### src/rtl/if_id_stage.sv
// IF/ID pipeline register with branch/jump resolution and load-use hazard detection.
// Optional feature macro: BRANCH_STALL_EN (stall branches whose operands come from an ALU op still in EX).
module if_id_stage (
    input  logic        clk,
    input  logic        reset,
    input  logic [31:0] Instruction_if,
    input  logic [31:0] PC_if,
    input  logic        IF_flush,
    input  logic [31:0] RsData_id,
    input  logic [31:0] RtData_id,
    input  logic        MemRead_ex,
    input  logic [4:0]  RegisterRt_ex,
    input  logic        RegWrite_ex,
    input  logic [4:0]  RegisterRd_ex,
    output logic [31:0] Instruction_id,
    output logic [31:0] PC_id,
    output logic [31:0] PCplus4_id,
    output logic        Valid_id,
    output logic        Branch,
    output logic        Jump,
    output logic [31:0] JumpAddr,
    output logic        IFWrite,
    output logic        Bubble_id
);

    localparam logic [5:0] OP_BEQ = 6'b000100;
    localparam logic [5:0] OP_BNE = 6'b000101;
    localparam logic [5:0] OP_J   = 6'b000010;
    localparam logic [5:0] OP_JAL = 6'b000011;

    logic [31:0] instr_q, instr_d;
    logic [31:0] pc_q, pc_d;
    logic        valid_q, valid_d;

    logic [5:0]  op;
    logic [4:0]  rs, rt;
    logic        is_beq, is_bne, is_jump;
    logic        load_use, branch_dep, stall;
    logic [31:0] pc_plus4, branch_off;

    always_comb begin
        op       = instr_q[31:26];
        rs       = instr_q[25:21];
        rt       = instr_q[20:16];
        is_beq   = (op == OP_BEQ);
        is_bne   = (op == OP_BNE);
        is_jump  = (op == OP_J) || (op == OP_JAL);
        pc_plus4 = pc_q + 32'd4;
        // Branch offset is a word offset: sign-extend and shift left by two.
        branch_off = {{14{instr_q[15]}}, instr_q[15:0], 2'b00};
    end

    // Register 0 is hardwired to zero, so it never creates a dependency.
    assign load_use = valid_q && MemRead_ex && (RegisterRt_ex != 5'd0) &&
                      ((RegisterRt_ex == rs) || (RegisterRt_ex == rt));

`ifdef BRANCH_STALL_EN
    assign branch_dep = valid_q && (is_beq || is_bne) && RegWrite_ex &&
                        (RegisterRd_ex != 5'd0) &&
                        ((RegisterRd_ex == rs) || (RegisterRd_ex == rt));
`else
    logic unused_ex;
    assign unused_ex  = ^{RegWrite_ex, RegisterRd_ex};
    assign branch_dep = 1'b0;
`endif

    assign stall = load_use || branch_dep;

    always_comb begin
        instr_d = instr_q;
        pc_d    = pc_q;
        valid_d = valid_q;
        if (!stall) begin
            if (IF_flush) begin
                instr_d = 32'd0;
                pc_d    = PC_if;
                valid_d = 1'b0;
            end else begin
                instr_d = Instruction_if;
                pc_d    = PC_if;
                valid_d = 1'b1;
            end
        end
    end

    always_ff @(posedge clk) begin
        if (reset) begin
            instr_q <= 32'd0;
            pc_q    <= 32'd0;
            valid_q <= 1'b0;
        end else begin
            instr_q <= instr_d;
            pc_q    <= pc_d;
            valid_q <= valid_d;
        end
    end

    // Redirects are suppressed while stalled so a flush never meets a held IF/ID.
    always_comb begin
        Jump   = valid_q && !stall && is_jump;
        Branch = valid_q && !stall &&
                 ((is_beq && (RsData_id == RtData_id)) ||
                  (is_bne && (RsData_id != RtData_id)));
        if (Jump) begin
            JumpAddr = {pc_plus4[31:28], instr_q[25:0], 2'b00};
        end else begin
            JumpAddr = pc_plus4 + branch_off;
        end
    end

    assign Instruction_id = instr_q;
    assign PC_id          = pc_q;
    assign PCplus4_id     = pc_plus4;
    assign Valid_id       = valid_q;
    assign IFWrite        = !stall;
    assign Bubble_id      = stall || !valid_q;

endmodule

### config.mk
export PLATFORM = sky130hd
export DESIGN_NAME = if_id_stage
export DESIGN_NICKNAME = d
export VERILOG_FILES = /design/src/rtl/if_id_stage.sv
export SDC_FILE = /design/constraint.sdc
export NUM_CORES = 1
export LEC_CHECK = 0
export CORE_UTILIZATION = 23
export CTS_CLUSTER_DIAMETER = 120
export DETAILED_ROUTE_END_ITERATION = 8
export PLACE_DENSITY_LB_ADDON = 0.3
export SETUP_SLACK_MARGIN = 0.5
export SYNTH_ARGS = -nofsm -noshare
export SYNTH_HDL_FRONTEND = slang
export SYNTH_SLANG_ARGS = --single-unit
### constraint.sdc
create_clock -name clk -period 12.15 [get_ports clk]
set_input_delay 2.43 -clock clk [delete_from_list [all_inputs] [get_ports clk]]
set_output_delay 2.43 -clock clk [all_outputs]
set_load 0.005 [all_outputs]
==> impl_metrics.py <==
metrics = {
    "clock_tree": {
        "post-cts-setup-buffers": 0,
        "ctsLongestPathBuffers": 2,
        "tritoncts": "done",
        "clock-sinks": 65,
        "ctsHtreeMaxLevel": 3,
        "clk_latency_ns": 0.33,
        "cts_made_buffers": 9,
        "ctsHoldBuffers": 0,
        "post_cts_resized": 0,
        "root_buffer": "clkbuf_16",
        "clk_pin_slew_ns": 0.05,
    },
    "job": {
        "timing.max_cap.violations": 0,
    },
    "hold_path": {
        "hold_path_class": "flip-flop to flip-flop",
        "hold_depth": 2,
        "hold_path_startpoint": "Instruction_id[31]",
        "hold_end": "Instruction_id[31]",
    },
    "final_layout": {
        "syn2layout_area_growth_pct": 59.8,
        "insertedDiodeCount": 0,
        "stdcell_area_mm2": 0.00861,
        "layout-drive-gt1-share_pct": 3.81,
        "fin_nets": 1144,
    },
    "setup_path": {
        "r2r_slack_ns": 9.02,
        "worstRegToRegCells": 9,
        "r2r-end": "Instruction_id[24]",
        "critPathMaxStageDelay_ns": 0.97,
        "path_class": "input pin to output pin",
        "crit_chain": "clkdlybuf4s50_1 -> or4_1 -> o2111a_2 -> buf_4 -> nor2_4 -> o21ai_0 -> o41ai_1 -> clkdlybuf4s50_1",
        "crit_path_start_kind": "input pin",
        "arrival_ns": 6.20,
        "crit_required_ns": 9.72,
        "crit_slowest_cell": "nor2_4",
        "path_max_fanout": 59,
        "path_common_cell": "clkdlybuf4s50_1",
        "cp-end-kind": "output pin",
        "r2r_start": "Instruction_id[20]",
    },
    "floorplan": {
        "die_width_um": 155,
        "ios": 276,
        "die_h_um": 155,
        "coreArea_mm2": 0.0228,
        "num_rows": 55,
        "start_util_pct": 23.7,
        "die-area_mm2": 0.0241,
    },
    "synth": {
        "synth_area_leader_cell": "dfxtp_1",
        "ys_seq_area_share_pct": 24.1,
        "synth_area_mm2": 0.00539,
        "synth-edff-count": 0,
        "avgSynthCellArea_um2": 7.44,
        "synth_area_leaders": "dfxtp_1 (24%), nand2_1 (10%), xor2_1 (9.3%)",
        "syn_nets": 903,
        "netlist_instances": 724,
        "yosysTopAreaCellShare_pct": 24.1,
        "synth_cell_type_count": 57,
        "ys.flop_type": "dfxtp_1",
        "ys_ff_latch": 65,
        "ys_warn_count": 0,
        "async_flop_share_pct": 0,
    },
    "sta": {
        "hold_violations": 0,
        "slew_headroom_pct": 21.8,
        "rsz0062_at_grt": "no",
        "fin_crit_ns": 8.63,
        "fin_tns_setup_ns": 0,
        "finalSetupViolations": 0,
        "clock_skew_ns": 0.00679,
        "fmax_mhz": 116,
        "finalCritPeriodShare_pct": 71.1,
        "worst_slew_pin_slew_ns": 1.17,
        "drv_slew": 0,
    },
    "run_status": {
        "outcome": "finished, final reports clean",
    },
    "grt": {
        "grt_pass1_wl_mm": 32.8,
        "grt.overflow.total": 0,
        "antenna_found_initial": 1,
        "grt_max_degree": 66,
        "grt_pass1_vias": 5825,
        "track_usage_pct": 17.6,
    },
    "routing": {
        "ant_nets": 0,
        "dr.first_iter.drc_count": 254,
        "wl_met3_mm": 1.54,
        "drt-met1-wl_mm": 9.30,
        "highest_layer": "met5",
        "vias_per_cell": 4.70,
        "firstDrtPassIters": 5,
        "wl_per_cell_um": 16.5,
        "vias": 6025,
        "route.detailed.drc": 0,
        "finalWirelength_mm": 21.1,
        "route.met2.wl_mm": 10.1,
    },
    "placed_design": {
        "place_area_mm2": 0.00832,
        "gp_congestion": 0.871,
        "hpwlAfterDp_mm": 16.6,
        "io_buffers": 269,
    },
    "power_and_ir_drop": {
        "p_leak_nw": 3.32,
        "vdd_ir_drop_max_v": 0.0000632,
        "cellPowerDensity_mw_per_mm2": 83.1,
    },
}
[worst max-delay path: cells and delay by family]
kind            cells  cell delay, ns
simple gates        2            1.51
compound gates      3            0.74
buf+inv             3            1.43
[layer usage]
| layer | vias to the layer above | GRT usage (%) |
|---|---|---|
| li1 | 3015 | - |
| met1 | 2833 | 22.2 |
| met2 | 162 | 29.5 |
| met3 | 13 | 5.24 |
| met4 | 2 | 3.68 |
| met5 | - | 0 |
[cell families after synthesis]
kind of cell               Yosys count  share of synthesized area [%]
xor gates and xnor gates            97                           16.1
and+or+nand+nor                    276                           25.0
DFF                                 65                           24.1
adders and majority gates           36                           8.50
muxes                                6                           1.25
AOI/OAI and AO/OA                  189                           20.8
buffers and inverters               55                           4.22
[flip-flops by register name, indices dropped and copies added (netlist names)]
register        count
Instruction_id     32
PC_id              32
Valid_id            1
[worst max path at each step]
stage | start | endpoint | slack (ns) | cells past startpoint
floorplan | RegisterRt_ex[1] | JumpAddr[30] | 5.68 | 6
global placement | RegisterRt_ex[2] | JumpAddr[28] | 3.42 | 8
detailed placement | RegisterRt_ex[2] | JumpAddr[28] | 3.44 | 8
CTS | RegisterRt_ex[2] | JumpAddr[28] | 3.44 | 8
global route | RegisterRt_ex[2] | JumpAddr[28] | 3.22 | 8
finish | RegisterRt_ex[2] | JumpAddr[28] | 3.52 | 8
[cells in the final DEF, fill, tap and decap left out, types with 5 or more instances in the layout]
cell and instances:
a211oi_1 6, a21o_1 17, a21oi_1 90, and3_1 5, clkbuf_16 9, clkdlybuf4s50_1 268, dfxtp_1 65, ha_1 35
inv_1 12, mux2_2 6, nand2_1 147, nand3_1 17, nand3b_1 33, nand4_1 10, nor2_1 21, nor2b_1 5
nor3_1 7, nor4_1 10, o21a_1 6, o21ai_0 39, o21bai_1 5, xnor2_1 39, xor2_1 57
[synth_stat cells, types with 3 or more instances]
| master | n |
|---|---|
| ha_1 | 35 |
| nand3b_1 | 33 |
| o21a_1 | 6 |
| mux2_2 | 6 |
| buf_2 | 5 |
| nor2b_1 | 5 |
| nand2b_1 | 4 |
| nand4_1 | 10 |
| dfxtp_1 | 65 |
| a31oi_1 | 4 |
| o211ai_1 | 3 |
| nor2_1 | 22 |
| nor3_1 | 7 |
| a211oi_1 | 6 |
| clkbuf_1 | 25 |
| nand3_1 | 17 |
| a21o_1 | 17 |
| nand2_1 | 147 |
| buf_1 | 9 |
| inv_1 | 13 |
| o21ai_0 | 39 |
| o21bai_1 | 5 |
| and4_1 | 3 |
| and3_1 | 5 |
| nor4_1 | 10 |
| a21oi_1 | 90 |
| xor2_1 | 57 |
| xnor2_1 | 39 |
[area by class of cell]
cell class	count	area [µm²]
sequential	65	1300
inverter	13	48.8
fill	2421	14200
clock inverter	3	40.0
tap	313	392
multi-input combinational	604	3870
clock buffer	13	250
timing repair buffer	272	2710
[metrics by stage]
| step | setup slack, ns | std cells | util (%) | total power, W | hold slack (ns) |
|---|---|---|---|---|---|
| after floorplan | 5.68 | 724 | - | 0.000326 | 0.461 |
| after detailed placement | 3.44 | 1267 | 36.5 | 0.000458 | 0.468 |
| final | 3.52 | 1283 | 37.8 | 0.000716 | 0.471 |
| after CTS | 3.44 | 1283 | 37.8 | 0.000728 | 0.476 |
| after global placement | 3.42 | 1267 | 36.5 | 0.000458 | 0.459 |
| after global routing | 3.22 | 1283 | 37.8 | 0.000758 | 0.503 |
[where the power goes]
group / total [W] / leakage [nW] / internal, W / switching [W]
combinational: 0.000214 / 2.64 / 0.000129 / 0.0000851
sequential: 0.000240 / 0.538 / 0.000224 / 0.0000161
clock: 0.000262 / 0.144 / 0.000164 / 0.0000980
Note: power is estimated with default switching activity, not from simulation.
